===== src/rtl/arf054b256e1r1w0cbbeheaa4acw_pkg.sv =====
// Shared types and sizes for the register-file write-port input stage.
// Latency: n/a (types and constants only).
// Backpressure: n/a.
package arf054b256e1r1w0cbbeheaa4acw_pkg;

    localparam int DWIDTH        = 54;
    localparam int AWIDTH        = 8;
    localparam int WR_FIFO_DEPTH = 2;
    // Cycles a popped write stays in the shadow register (array write latency).
    localparam int WR_LAT        = 1;

    typedef struct packed {
        logic [AWIDTH-1:0] addr;
        logic [DWIDTH-1:0] data;
    } wr_req_t;

endpackage


===== src/rtl/arf054b256e1r1w0cbbeheaa4acw_wr_byp_sel.sv =====
// Priority address match over three write candidates for read-bypass forwarding.
// Latency: purely combinational.
// Backpressure: none; c0 has highest priority, then c1, then c2.
module arf054b256e1r1w0cbbeheaa4acw_wr_byp_sel
    import arf054b256e1r1w0cbbeheaa4acw_pkg::*;
(
    input  logic              c0_vld,
    input  wr_req_t           c0_req,
    input  logic              c1_vld,
    input  wr_req_t           c1_req,
    input  logic              c2_vld,
    input  wr_req_t           c2_req,
    input  logic [AWIDTH-1:0] rd_addr,
    output logic              rd_hit,
    output logic [DWIDTH-1:0] rd_byp_data
);

    logic [2:0] match;

    // Match each candidate, then pick the youngest matching one; zero data on miss.
    always_comb begin
        match[0]    = c0_vld && (c0_req.addr == rd_addr);
        match[1]    = c1_vld && (c1_req.addr == rd_addr);
        match[2]    = c2_vld && (c2_req.addr == rd_addr);
        rd_hit      = |match;
        rd_byp_data = '0;
        if (match[0]) begin
            rd_byp_data = c0_req.data;
        end else if (match[1]) begin
            rd_byp_data = c1_req.data;
        end else if (match[2]) begin
            rd_byp_data = c2_req.data;
        end
    end

endmodule


===== src/rtl/arf054b256e1r1w0cbbeheaa4acw_wr_stage.sv =====
// Write-port input stage: 2-entry skid FIFO feeding the array write port, optional read bypass
// (ARF054B256E1R1W0CBBEHEAA4ACW_WR_BYPASS_EN). Latency: accept at N, earliest wr_en at N+1.
// Backpressure: in_ready from registered count only; wr_stall holds the head entry in place.
module arf054b256e1r1w0cbbeheaa4acw_wr_stage
    import arf054b256e1r1w0cbbeheaa4acw_pkg::*;
(
    input  logic              clk,
    input  logic              rst,
    input  logic              in_valid,
    output logic              in_ready,
    input  logic [AWIDTH-1:0] in_addr,
    input  logic [DWIDTH-1:0] in_data,
    input  logic              wr_stall,
    output logic              wr_en,
    output logic [AWIDTH-1:0] wr_addr,
    output logic [DWIDTH-1:0] wr_data,
    input  logic [AWIDTH-1:0] rd_addr,
    output logic              rd_hit,
    output logic [DWIDTH-1:0] rd_byp_data,
    output logic [1:0]        occupancy
);

    wr_req_t    mem_q [WR_FIFO_DEPTH];
    wr_req_t    mem_d [WR_FIFO_DEPTH];
    logic [1:0] count_q, count_d;
    logic       head_q, head_d;
    logic       tail_q, tail_d;
    // Held low for the first cycle after reset so no request is taken while coming out of reset.
    logic       rdy_q, rdy_d;
    logic       live;
    logic       not_empty;
    logic       push;
    wr_req_t    head_req;

    assign live      = ~rst;
    assign not_empty = (count_q != 2'd0);
    assign head_req  = mem_q[head_q];

    // Handshake and write-port outputs; everything reads as zero while reset is asserted.
    always_comb begin
        in_ready  = live && rdy_q && (count_q != 2'(WR_FIFO_DEPTH));
        wr_en     = live && not_empty && !wr_stall;
        wr_addr   = (live && not_empty) ? head_req.addr : '0;
        wr_data   = (live && not_empty) ? head_req.data : '0;
        occupancy = live ? count_q : 2'd0;
        push      = in_valid && in_ready;
    end

    // FIFO next state: push writes the tail slot, pop advances the head.
    always_comb begin
        mem_d   = mem_q;
        count_d = count_q + {1'b0, push} - {1'b0, wr_en};
        head_d  = head_q ^ wr_en;
        tail_d  = tail_q ^ push;
        rdy_d   = 1'b1;
        if (push) begin
            mem_d[tail_q] = wr_req_t'{addr: in_addr, data: in_data};
        end
    end

    // Control state; reset discards buffered requests.
    always_ff @(posedge clk) begin
        if (rst) begin
            count_q <= 2'd0;
            head_q  <= 1'b0;
            tail_q  <= 1'b0;
            rdy_q   <= 1'b0;
        end else begin
            count_q <= count_d;
            head_q  <= head_d;
            tail_q  <= tail_d;
            rdy_q   <= rdy_d;
        end
    end

    // Entry storage is never reset; validity comes from the count.
    always_ff @(posedge clk) begin
        mem_q <= mem_d;
    end

`ifdef ARF054B256E1R1W0CBBEHEAA4ACW_WR_BYPASS_EN
    logic    shadow_vld_q, shadow_vld_d;
    wr_req_t shadow_q, shadow_d;

    // Shadow keeps the just-popped write visible until the array reflects it.
    always_comb begin
        shadow_vld_d = wr_en;
        shadow_d     = wr_en ? head_req : shadow_q;
    end

    // Shadow valid bit clears on reset.
    always_ff @(posedge clk) begin
        if (rst) begin
            shadow_vld_q <= 1'b0;
        end else begin
            shadow_vld_q <= shadow_vld_d;
        end
    end

    // Shadow payload carries no reset.
    always_ff @(posedge clk) begin
        shadow_q <= shadow_d;
    end

    // Tail (youngest) is the other slot and only valid when both are full.
    arf054b256e1r1w0cbbeheaa4acw_wr_byp_sel u_byp_sel (
        .c0_vld      (live && (count_q == 2'd2)),
        .c0_req      (mem_q[~head_q]),
        .c1_vld      (live && not_empty),
        .c1_req      (head_req),
        .c2_vld      (live && shadow_vld_q),
        .c2_req      (shadow_q),
        .rd_addr     (rd_addr),
        .rd_hit      (rd_hit),
        .rd_byp_data (rd_byp_data)
    );
`else
    logic unused_rd_addr;
    assign unused_rd_addr = ^rd_addr;
    assign rd_hit         = 1'b0;
    assign rd_byp_data    = '0;
`endif

endmodule


===== config.mk =====
export PLATFORM = sky130hd
export DESIGN_NAME = arf054b256e1r1w0cbbeheaa4acw_wr_stage
export DESIGN_NICKNAME = d
export VERILOG_FILES = /design/src/rtl/arf054b256e1r1w0cbbeheaa4acw_pkg.sv /design/src/rtl/arf054b256e1r1w0cbbeheaa4acw_wr_byp_sel.sv /design/src/rtl/arf054b256e1r1w0cbbeheaa4acw_wr_stage.sv
export SDC_FILE = /design/constraint.sdc
export NUM_CORES = 1
export LEC_CHECK = 0
export ABC_AREA = 1
export BUFFER_PORTS_ARGS = -buffer_cell sky130_fd_sc_hd__buf_4
export CAP_MARGIN = 20
export CORE_UTILIZATION = 28
export CTS_CLUSTER_DIAMETER = 50
export CTS_CLUSTER_SIZE = 20
export DETAILED_ROUTE_END_ITERATION = 8
export SLEW_MARGIN = 20
export SYNTH_ARGS = -nofsm -noshare
export SYNTH_HDL_FRONTEND = slang
export SYNTH_SLANG_ARGS = --single-unit

===== constraint.sdc =====
create_clock -name clk -period 3.3 [get_ports clk]
set_clock_uncertainty 0.2 [all_clocks]
set_input_delay 0.99 -clock clk [delete_from_list [all_inputs] [get_ports clk]]
set_output_delay 0.99 -clock clk [all_outputs]
set_load 0.02 [all_outputs]

Word-level counts from Yosys, hierarchy flattened

Cells that the tools add are included.

Register bits after elaboration: 129
Input port bits: 74
Output and inout port bits: 121
Logic and storage cells: 37

Add/subtract/negate cells: 2
Magnitude comparators: 3
Equality and inequality tests: 1
Muxes and demuxes: 10
Bitwise operators: 5
Reduce and logical (&&, ||, !) cells: 8

Operator list:

| cell                                                                  | count |
|---|---|
| 62-bit two-way mux                                                    | 4 |
| 124-bit bitwise mux                                                   | 1 |
| 62-bit demux with 1-bit select                                        | 1 |
| 54-bit two-way mux                                                    | 1 |
| 8-bit two-way mux                                                     | 1 |
| 1-bit logical AND                                                     | 6 |
| 2-bit >= comparator (second input constant)                           | 2 |
| 1-bit NOT with 2-bit output                                           | 2 |
| 2-bit by 1-bit adder with 2-bit output                                | 1 |
| 2-bit by 1-bit < comparator with 1-bit output (second input constant) | 1 |
| 2-bit two-way mux                                                     | 1 |
| 2-bit inequality test (second input constant)                         | 1 |
| 2-bit nonzero test                                                    | 1 |
| 2-bit by 1-bit subtractor with 2-bit output                           | 1 |
| 1-bit XOR                                                             | 2 |
| 1-bit zero test                                                       | 1 |
| 1-bit two-way mux                                                     | 1 |
| 1-bit NOT                                                             | 1 |

Depth between registers and ports, before layout

Depth after elaboration: 6
Mapped depth: 11
Gate-level depth less buffers: 11

Worst setup path after synthesis

No wires, ideal clock.

Path type: input to register
Start: input rst
End: register mem_q[0] (netlist name), enable pin
Library setup time: 0.427 ns
Data arrival time: 3.276 ns
Data required time: 2.673 ns
Path slack: -0.603 ns
Stages on the path: 6
Path buffers: 0
Cell sequence: inv_1 -> nand2_1 -> a21oi_1 -> nand2_1 -> inv_1 -> ha_1

Cells in the longest elaborated chain, start to end: 4

RTL lines:

| item                            | line                                        | source |
|---|---|---|
| start, declared                 | arf054b256e1r1w0cbbeheaa4acw_wr_stage.sv:8  | `input logic rst,` |
| 1-bit NOT                       | arf054b256e1r1w0cbbeheaa4acw_wr_stage.sv:35 | `assign live = ~rst;` |
| 1-bit logical AND (2 in series) | arf054b256e1r1w0cbbeheaa4acw_wr_stage.sv:41 | `in_ready = live && rdy_q && (count_q != 2'(WR_FIFO_DEPTH));` |
| net in_ready                    | arf054b256e1r1w0cbbeheaa4acw_wr_stage.sv:10 | `output logic in_ready,` |
| 1-bit logical AND               | arf054b256e1r1w0cbbeheaa4acw_wr_stage.sv:46 | `push = in_valid && in_ready;` |
| end signal, assigned            | arf054b256e1r1w0cbbeheaa4acw_wr_stage.sv:78 | `mem_q <= mem_d;` |
| end, declared                   | arf054b256e1r1w0cbbeheaa4acw_wr_stage.sv:23 | `wr_req_t mem_q [WR_FIFO_DEPTH];` |

The timed path passes the listed nets, and every way through them passes these cells.
A chain may end at the register's enable or synchronous reset.

Worst setup path in the final report

Start: input rst
End: output wr_data[34]

Cells in the longest elaborated chain, start to end: 3

RTL lines:

| item               | line                                        | source |
|---|---|---|
| 1-bit NOT          | arf054b256e1r1w0cbbeheaa4acw_wr_stage.sv:35 |  |
| 1-bit logical AND  | arf054b256e1r1w0cbbeheaa4acw_wr_stage.sv:44 | `wr_data = (live && not_empty) ? head_req.data : '0;` |
| 54-bit two-way mux | arf054b256e1r1w0cbbeheaa4acw_wr_stage.sv:44 |  |
| end, declared      | arf054b256e1r1w0cbbeheaa4acw_wr_stage.sv:16 | `output logic [DWIDTH-1:0] wr_data,` |

No other way between the ends.

==> run_results.csv <==
group,metric,value,unit
status,status,"completed",
sta,finalSetupViolations,0,
synthesis,synthAdderAreaFrac,0.871,%
critical_path,cp_max_fo,52,
sta,setup_slack,0.180,ns
sta,fin_crit_sh,94.5,%
critical_path,cp-start-kind,"input port",
grt,grt_pass1_vias,3610,
clock_tree,cts-resized-gates,0,
sta,hold_viol,0,
floorplan,io_pins,195,
layout,nets,768,
clock_tree,tritoncts,"built",
route,wl_per_cell,12.3,µm
layout,antenna_cells,0,
placement,hpwl,7450,µm
clock_tree,htreeDepth,4,
placement,pre_cts_ws,0.178,ns
floorplan,num_rows,52,
route,drcViolationCount,0,
clock_tree,cts_made_buffers,17,
sta,relSlewSlack,66.1,%
pwr,ir_drop,333,µV
critical_path,criticalPathCategory,"in2out",
synthesis,synth-compound-area-share,0.458,%
sta,tightest_slew,0.509,ns
sta,fmax,321,MHz
pwr,power_density,553,nW/µm²
synthesis,synth_cells,549,
critical_path,cp.required,2.11,ns
synthesis,synth.avg_cell_area,10.5,µm²
clock_tree,cts_setup_buffers,0,
synthesis,synth-seq-cells,129,
grt,grt_usage,11.7,%
placement,gp_congestion,0.690,
synthesis,yosys.area_share.simple,17.5,%
floorplan,coreArea,20200,µm²
placement,port_buffers,131,
run,max_cap_violations,0,
synthesis,yosys_warnings,0,
sta,fin_crit,3.12,ns
synthesis,synthMuxAreaShare,0,%
clock_tree,clkTransAtPathRegs,0.06,ns
route,ant_nets,0,
clock_tree,clock_latency,0.41,ns
synthesis,yosysUniqueCellTypes,17,
synthesis,ys_seq_area_share,66.6,%
hold_path,hp-class,"reg2reg",
route,routed_via_density,3.89,
layout,syn_to_final_growth,29.3,%
floorplan,initial_core_util,28.5,%
sta,drv_slew,0,
floorplan,dieArea,21100,µm²
grt,grt_pass1_wl,18700,µm
layout,drive_gt1_share,25.7,%
route,drt-total-wl,11900,µm
floorplan,die_w,145,µm
synthesis,synth-xor-area-share,0,%
layout,instances_no_fill,973,
clock_tree,ctsHoldBuffers,0,
critical_path,arrival,1.93,ns
synthesis,synth.largest_area_cell,"edfxtp_1",
critical_path,end_kind,"output pin",
clock_tree,clock_sinks,129,
synthesis,syn_area,5740,µm²
route,drt_iter0_markers,109,
grt,antenna_found_initial,0,
layout,nFillCells,2033,
layout,final_core_utilization,36.8,%
route,drtPass1Iterations,4,
synthesis,synthTopCellsByArea,"edfxtp_1 (65%), nand2_1 (17%), buf_4 (8.0%)",
pwr,leakage,3.65,nW
grt,grt_max_degree,53,
floorplan,die_h,145,µm
grt,grt-ovfl-total,0,
sta,rsz0062_at_grt,"no",
clock_tree,cts_buffer_depth,2,
placement,dp.cells,941,
clock_tree,cts_root_buf,"clkbuf_16",
synthesis,synth_top_area_share,64.8,%
synthesis,synth_top_family_by_area,"simple AND/OR/NAND/NOR gates",
route,vias,3781,
synth_stat cells:
library cell  count
edfxtp_1        124
inv_2             2
nand2_1         254
dfxtp_1           5
a21oi_4           1
inv_1            71
nand4_1           1
ha_1              4
buf_6             6
nand2_2           1
buf_4            61
a21oi_1           2
or2_2             1
conb_1            1
nor2_1            6
nand3_1           2
buf_2             7
area by class of cell:
class / count / area (µm²) / share of cell area (%)
Multi-Input combinational cell: 327 / 1310 / 17.7
Clock inverter: 14 / 141 / 1.90
Sequential cell: 129 / 3820 / 51.5
Inverter: 73 / 274 / 3.69
Clock buffer: 18 / 429 / 5.78
Tap cell: 270 / 338 / 4.55
Timing Repair Buffer: 142 / 1100 / 14.9
sequential cells by signal, summed over array words and instances (netlist names):
| name | count |
|---|---|
| mem_q | 124 |
| count_q | 2 |
| head_q | 1 |
| rdy_q | 1 |
| tail_q | 1 |
final timing paths:
check,from,to,slack [ns],cells after the start
setup / recovery,rst,wr_data[34],0.18,6
hold / removal,count_q[1]$_SDFF_PP0_,count_q[1]$_SDFF_PP0_,0.37,2
setup reg to reg,count_q[0]$_SDFF_PP0_,count_q[1]$_SDFF_PP0_,1.20,9
hold reg to reg,count_q[1]$_SDFF_PP0_,count_q[1]$_SDFF_PP0_,0.37,2
cells in the final DEF (no fill, tap or decap), drive strengths merged, types with 3 or more instances in the layout:
master,n
inv,74
buf,142
clkinvlp,4
dfxtp,5
edfxtp,124
nand2,255
ha,4
clkinv,7
clkbuf,18
a21oi,3
nor2,6
conb,55
kinds of logic (layout without fill, tap and decap cells):
family,Yosys count,after routing
compound gates,3,3
fa+ha+maj,4,4
buf+inv,147,247
flops,129,129
other cells,1,55
simple gates,265,265
worst max-delay path: stages:
cell     delay, ns
buf_4         0.14
a21oi_4       0.15
buf_12        0.26
nand2_1       0.12
inv_1         0.08
buf_4         0.13
metrics by stage:
stage          instance area (µm²)  power, mW  setup TNS, ns  hold WS, ns
6_report                      7420       4.10              0        0.372
5_1_grt                       7420       4.27              0        0.396
4_1_cts                       7420       4.17              0        0.374
3_5_place_dp                  6850       2.34              0        0.356
3_3_place_gp                  6850       2.34              0        0.345
2_1_floorplan                 5950       2.20         -74.80        0.314
power breakdown:
part	internal [mW]	switching [mW]	leakage [nW]
clock network	1.11	0.696	0.272
logic	0.159	0.293	2.22
registers	1.84	0.00977	1.17
total	3.10	0.998	3.65
per-layer routing:
| layer | share of wire (%) | track usage, % | routed length (µm) | vias to the layer above |
|---|---|---|---|---|
| met3 | 6.6 | 4.18 | 790 | 13 |
| met1 | 41 | 12.9 | 4950 | 1748 |
| li1 | - | - | - | 1878 |
| met4 | 1.3 | 4.11 | 158 | 0 |
| met2 | 51 | 20.8 | 6050 | 142 |
| met5 | 0 | 0 | 0 | - |
(Power assumes the default switching activity.)
